[src/rtl/io_pkg.sv]
// io_pkg: register offsets, UART state encoding and UART_STAT bit positions for io_port_bank
package io_pkg;
  localparam logic [7:0] IO_GPIO_OUT   = 8'h00;
  localparam logic [7:0] IO_GPIO_IN    = 8'h04;
  localparam logic [7:0] IO_UART_DATA  = 8'h08;
  localparam logic [7:0] IO_UART_STAT  = 8'h0C;
  localparam logic [7:0] IO_CYCLE      = 8'h10;
  localparam logic [7:0] IO_TIMER_CMP  = 8'h14;
  localparam logic [7:0] IO_TIMER_STAT = 8'h18;
  typedef enum logic [1:0] {UART_IDLE, UART_START, UART_DATA, UART_STOP} uart_state_e;
  localparam int STAT_BUSY  = 0;
  localparam int STAT_FULL  = 1;
  localparam int STAT_EMPTY = 2;
  localparam int STAT_OVF   = 3;
endpackage

[src/rtl/io_uart_tx.sv]
// io_uart_tx: byte FIFO feeding an 8N1 serial transmitter, CLK_DIV clocks per bit
module io_uart_tx
  import io_pkg::*;
#(
  parameter int CLK_DIV        = 104,
  parameter int FIFO_DEPTH_LOG = 2
) (
  input  logic       clk,
  input  logic       resetb,
  input  logic       push,
  input  logic [7:0] push_data,
  output logic       full,
  output logic       empty,
  output logic       busy,
  output logic       txd
);
  localparam int L     = FIFO_DEPTH_LOG;
  localparam int PW    = L + 1;
  localparam int DEPTH = 1 << L;
  localparam int CW    = $clog2(CLK_DIV);

  logic [7:0]    fifo_mem [DEPTH];
  logic [PW-1:0] wr_q, wr_d, rd_q, rd_d;
  logic [CW-1:0] cnt_q, cnt_d;
  logic [2:0]    bit_q, bit_d;
  logic [7:0]    sh_q, sh_d;
  logic          txd_q, txd_d;
  uart_state_e   state_q, state_d;
  logic          do_push, do_pop, tick;

  assign empty = wr_q == rd_q;
  assign full  = (wr_q[L] != rd_q[L]) && (wr_q[L-1:0] == rd_q[L-1:0]);
  assign busy  = state_q != UART_IDLE;
  assign txd   = txd_q;

  // FIFO pointers, baud counter and frame sequencing; txd is registered so the line is glitch-free
  always_comb begin
    do_push = push && !full;
    do_pop  = (state_q == UART_IDLE) && !empty;
    tick    = cnt_q == CW'(CLK_DIV - 1);
    wr_d    = do_push ? wr_q + PW'(1) : wr_q;
    rd_d    = do_pop ? rd_q + PW'(1) : rd_q;
    cnt_d   = (state_q == UART_IDLE || tick) ? '0 : cnt_q + CW'(1);
    state_d = state_q;
    bit_d   = bit_q;
    sh_d    = sh_q;
    case (state_q)
      UART_IDLE: if (do_pop) begin
        state_d = UART_START;
        sh_d    = fifo_mem[rd_q[L-1:0]];
      end
      UART_START: if (tick) begin
        state_d = UART_DATA;
        bit_d   = '0;
      end
      UART_DATA: if (tick) begin
        sh_d    = sh_q >> 1;
        bit_d   = bit_q + 3'd1;
        state_d = (bit_q == 3'd7) ? UART_STOP : UART_DATA;
      end
      default: if (tick) state_d = UART_IDLE;
    endcase
    txd_d = (state_q == UART_START) ? 1'b0 : (state_q == UART_DATA) ? sh_q[0] : 1'b1;
  end

  // FIFO storage; a push is only accepted while the FIFO is not full
  always_ff @(posedge clk) begin
    if (do_push) fifo_mem[wr_q[L-1:0]] <= push_data;
  end

  // state registers; reset abandons any frame in flight and idles the line high
  always_ff @(posedge clk) begin
    if (!resetb) begin
      wr_q    <= '0;
      rd_q    <= '0;
      cnt_q   <= '0;
      bit_q   <= '0;
      sh_q    <= '0;
      txd_q   <= 1'b1;
      state_q <= UART_IDLE;
    end else begin
      wr_q    <= wr_d;
      rd_q    <= rd_d;
      cnt_q   <= cnt_d;
      bit_q   <= bit_d;
      sh_q    <= sh_d;
      txd_q   <= txd_d;
      state_q <= state_d;
    end
  end
endmodule

[src/rtl/io_port_bank.sv]
// io_port_bank: MMIO responder with GPIO, UART TX, cycle counter; compare timer built when IO_PORT_TIMER_EN is defined
module io_port_bank
  import io_pkg::*;
#(
  parameter int GPIO_W         = 8,
  parameter int CLK_DIV        = 104,
  parameter int FIFO_DEPTH_LOG = 2
) (
  input  logic              clk,
  input  logic              resetb,
  input  logic [7:0]        io_addr,
  input  logic              io_en,
  input  logic              io_we,
  input  logic [31:0]       io_data_write,
  output logic [31:0]       io_data_read,
  output logic [GPIO_W-1:0] gpio_out,
  input  logic [GPIO_W-1:0] gpio_in,
  output logic              uart_txd,
  output logic              timer_irq
);
  logic [7:0]        addr_w;
  logic              wr;
  logic              push, full, empty, busy;
  logic [GPIO_W-1:0] gpio_q, gpio_d, sync1_q, sync1_d, sync2_q, sync2_d;
  logic [31:0]       cyc_q, cyc_d;
  logic              ovf_q, ovf_d;
  logic [3:0]        stat;
  logic [31:0]       rdata;

  assign addr_w   = io_addr & 8'hFC;
  assign wr       = io_en && io_we;
  assign push     = wr && addr_w == IO_UART_DATA;
  assign gpio_out = gpio_q;

  io_uart_tx #(.CLK_DIV(CLK_DIV), .FIFO_DEPTH_LOG(FIFO_DEPTH_LOG)) u_tx (
    .clk      (clk),
    .resetb   (resetb),
    .push     (push),
    .push_data(io_data_write[7:0]),
    .full     (full),
    .empty    (empty),
    .busy     (busy),
    .txd      (uart_txd)
  );

  // register writes, input synchronizer, cycle counter and sticky overflow (set beats clear)
  always_comb begin
    gpio_d  = (wr && addr_w == IO_GPIO_OUT) ? io_data_write[GPIO_W-1:0] : gpio_q;
    sync1_d = gpio_in;
    sync2_d = sync1_q;
    cyc_d   = (wr && addr_w == IO_CYCLE) ? io_data_write : cyc_q + 32'd1;
    ovf_d   = (push && full) ? 1'b1 :
              (wr && addr_w == IO_UART_STAT && io_data_write[STAT_OVF]) ? 1'b0 : ovf_q;
  end

  // core registers
  always_ff @(posedge clk) begin
    if (!resetb) begin
      gpio_q  <= '0;
      sync1_q <= '0;
      sync2_q <= '0;
      cyc_q   <= '0;
      ovf_q   <= 1'b0;
    end else begin
      gpio_q  <= gpio_d;
      sync1_q <= sync1_d;
      sync2_q <= sync2_d;
      cyc_q   <= cyc_d;
      ovf_q   <= ovf_d;
    end
  end

`ifdef IO_PORT_TIMER_EN
  logic [31:0] cmp_q, cmp_d;
  logic        match_q, match_d;

  assign timer_irq = match_q;

  // compare register and sticky match flag; a match in the same cycle beats a clear
  always_comb begin
    cmp_d   = (wr && addr_w == IO_TIMER_CMP) ? io_data_write : cmp_q;
    match_d = (cyc_q == cmp_q) ? 1'b1 :
              (wr && addr_w == IO_TIMER_STAT && io_data_write[0]) ? 1'b0 : match_q;
  end

  // timer registers
  always_ff @(posedge clk) begin
    if (!resetb) begin
      cmp_q   <= 32'hFFFF_FFFF;
      match_q <= 1'b0;
    end else begin
      cmp_q   <= cmp_d;
      match_q <= match_d;
    end
  end
`else
  assign timer_irq = 1'b0;
`endif

  // combinational read mux; only reads (io_en && !io_we) drive non-zero data
  always_comb begin
    stat             = '0;
    stat[STAT_BUSY]  = busy;
    stat[STAT_FULL]  = full;
    stat[STAT_EMPTY] = empty;
    stat[STAT_OVF]   = ovf_q;
    rdata            = '0;
    case (addr_w)
      IO_GPIO_OUT:   rdata = 32'(gpio_q);
      IO_GPIO_IN:    rdata = 32'(sync2_q);
      IO_UART_STAT:  rdata = 32'(stat);
      IO_CYCLE:      rdata = cyc_q;
`ifdef IO_PORT_TIMER_EN
      IO_TIMER_CMP:  rdata = cmp_q;
      IO_TIMER_STAT: rdata = 32'(match_q);
`endif
      default:       rdata = '0;
    endcase
    io_data_read = (io_en && !io_we) ? rdata : '0;
  end
endmodule

[config.mk]
export PLATFORM = sky130hd
export DESIGN_NAME = io_port_bank
export DESIGN_NICKNAME = d
export VERILOG_FILES = /design/src/rtl/io_pkg.sv /design/src/rtl/io_uart_tx.sv /design/src/rtl/io_port_bank.sv
export SDC_FILE = /design/constraint.sdc
export NUM_CORES = 1
export LEC_CHECK = 0
export ABC_CLOCK_PERIOD_IN_PS = 3300
export CAP_MARGIN = 20
export CORE_ASPECT_RATIO = 0.7
export CORE_UTILIZATION = 35
export CTS_CLUSTER_DIAMETER = 150
export CTS_CLUSTER_SIZE = 40
export DETAILED_ROUTE_END_ITERATION = 6
export SLEW_MARGIN = 25
export SYNTH_ARGS = -nofsm -noshare
export SYNTH_HDL_FRONTEND = slang
export SYNTH_SLANG_ARGS = --single-unit
export TNS_END_PERCENT = 100
[constraint.sdc]
create_clock -name clk -period 3.3 [get_ports clk]
set_input_delay 0.66 -clock clk [delete_from_list [all_inputs] [get_ports clk]]
set_output_delay 0.66 -clock clk [all_outputs]
set_load 0.05 [all_outputs]
==> run metrics <==
# DRC 0; finished layout cell area around 7400 sq um; number of global-route vias before repair 4,239; crit-path most repeated cell buf_12; Setup crit start kind input pin; PostCTS Resize Cnt 0; core area approximately 15,000 sq um; leading cell type in the layout, fill and taps excluded dfxtp_1; mapped cell area 5350 sq um; Final setup violation count 0; Final GP Congestion between 0.8 and 0.9; Clock Path Buffers 2; post-CTS setup buffer count 0; Crit. End Element primary output; LEAKAGE 2.67 nW; Initial Util between 30% and 40%; layout cells sized above 1 15.5%; IR drop worst, VDD approximately 420 uV; Hold-fix buffers, CTS 0; Placed Area 6830 sq um; status completed; post-DR vias/cell 5.02; CP peak stage delay 0.43 ns; Tot GR Track Use between 15 and 20%; global-route wire length before repair 21,700 um; RSZ-0062 raised after global routing false; kind of critical path input pin to primary output; initial DRC count 264; Area growth syn-to-layout 38.0%; area of the die 15,800 sq um; Max Clock Skew 0.0123 ns; Worst-Margin Slew 0.742 ns; final setup TNS 0 ns; first drt pass iteration count 6; Syn. warnings 0; Worst slew margin 50.4%; clk root buf clkbuf_16; # Max-Cap Violations 0; EDFF count, synth 32; Hold WC Path Type register to register; sw frac 26.3%; initial antenna violation count 0; Synth top area share about 32%; Cell Count, Final, Fillers Out ~850; Worst Path Arrival between 2 and 3 ns; Crit Path Max Fanout 24; ranking of synthesized cells by area dfxtp_1 (32%), edfxtp_1 (18%), and2_1 (5.0%); syn nets 606; clock-pin transition on the worst setup and hold timing paths 0.06 ns; switching pwr 1.01 mW; grt total ovfl 0; Netlist cell types 47; post-DP HPWL 9630 um; Pint roughly 2.8 mW; htree depth 4; Inst Count DP 812; cells after synthesis 541; die extent in y 105 um; Max Freq between 300 and 400 MHz; number of top-level pins between 90 and 100; CTS tree built; Power per Cell Area 519 nW/um^2; Hold Slack 0.431 ns; Final min period 3.16 ns; commonest register cell after synthesis dfxtp_1; IO buf count 90; antenna viol nets, final 0; routed len/inst about 16 um; via count 4,251; clk sinks approximately 120; CP max stage cell or3_1; FP Rows 37; async set or reset register ratio after synthesis 0%; Final nets 702; Logic pwr share 12.4%; post-synth top area cell dfxtp_1; Slew Limit Fails 0; #FFs+latches synth 118; CP Cell Sequence clkdlybuf4s50_1 > or3_1 > nor3_2 > and3_1 > buf_12 > and2_1 > buf_12; register area share after synthesis 50.1%; Post-Route WL roughly 14,000 um; Clk network pwr share 45.1%; Reg power frac 42.4%; die width 150 um; CP required 2.64 ns; Skew-Pair Late Insertion Delay just over 0.4 ns; most frequent cells in the layout dfxtp_1 (86), clkdlybuf4s50_1 (58), nor2_1 (44), nand2_1 (44), and2_1 (43); CTS Buf Count 17; Final period util 95.6%; syn avg cell area 9.90 sq um; pin count of the biggest net entering global routing 64; Final Hold Viols 0
-- layer usage --
layer,track usage (%),share of wire (%)
met1,24.2,48
met2,27.6,45
met3,5.97,6.4
met4,4.91,0.73
met5,0,0
-- area by class of cell --
class / instances / area [sq um]
diodes: 1 / 2.50
clock buffers: 18 / 429
flip-flops and latches: 118 / 2680
inverters: 9 / 33.8
repair buffers: 106 / 1350
well taps: 195 / 244
clock inverters: 14 / 128
multi-input cells: 385 / 2520
fillers: 1355 / 7420
-- power by group through the flow --
stage                     Clock, mW  Sequential, mW  Combinational, mW
after floorplan                   0            1.63              0.320
after global placement            0            1.65              0.445
after detailed placement          0            1.66              0.459
after CTS                      1.77            1.63              0.466
after global routing           1.84            1.64              0.516
final                          1.73            1.63              0.476
-- sequential cells by signal (all words and copies together), names as in the netlist, named ones only --
register and cells:
u_tx.txd 1, u_tx.wr_q 3, u_tx.sh_q 8, sync1_q 8
u_tx.state_q 2, u_tx.cnt_q 7, gpio_out 8, sync2_q 8
ovf_q 1, u_tx.bit_q 3, cyc_q 32, u_tx.rd_q 3
u_tx.fifo_mem 32
-- cells by family after synthesis --
logic type,share of synthesized area (%)
AND/OR/NAND/NOR,20.3
flip-flops,50.1
AO/OA/AOI/OAI,10.3
XOR/XNOR,6.87
buffers and inverters,2.94
multiplexers,6.33
adder cells (fa/ha/maj),3.04
other,0.0700
-- critical path: cells and delay by family --
kind,cells,cell delay [ns]
simple gates,4,1.10
buf+inv,3,0.72
-- metrics by stage --
| stage | util [%] | worst slack, ns | total power, mW |
|---|---|---|---|
| after floorplan | - | 0.153 | 1.95 |
| after global placement | 46.1 | 0.161 | 2.10 |
| after detailed placement | 46.1 | 0.128 | 2.12 |
| after CTS | 49.8 | 0.128 | 3.86 |
| after global routing | 49.9 | 0.0170 | 4.00 |
| final | 49.9 | 0.145 | 3.84 |
-- Yosys cell counts, types with 9 or more instances --
| master | n |
|---|---|
| xor2_1 | 28 |
| nand4_1 | 13 |
| a21oi_1 | 36 |
| dfxtp_1 | 86 |
| and2_1 | 43 |
| nand3_1 | 25 |
| ha_1 | 13 |
| xnor2_1 | 14 |
| o21ai_0 | 33 |
| nor2_1 | 44 |
| edfxtp_1 | 32 |
| nor3_1 | 11 |
| nand2_1 | 44 |
| a211oi_1 | 10 |
| clkbuf_1 | 23 |
| inv_1 | 9 |
-- worst paths after layout --
kind                           end  slack, ns             from  depth (start not counted)
setup / recovery  io_data_read[25]       0.14       io_addr[5]                          7
hold / removal          sync2_q[6]       0.43       sync1_q[6]                          1
setup reg to reg      u_tx.sh_q[1]       0.95  u_tx.state_q[0]                          8
hold reg to reg         sync2_q[6]       0.43       sync1_q[6]                          1
Power figures use the tool's default switching activity.
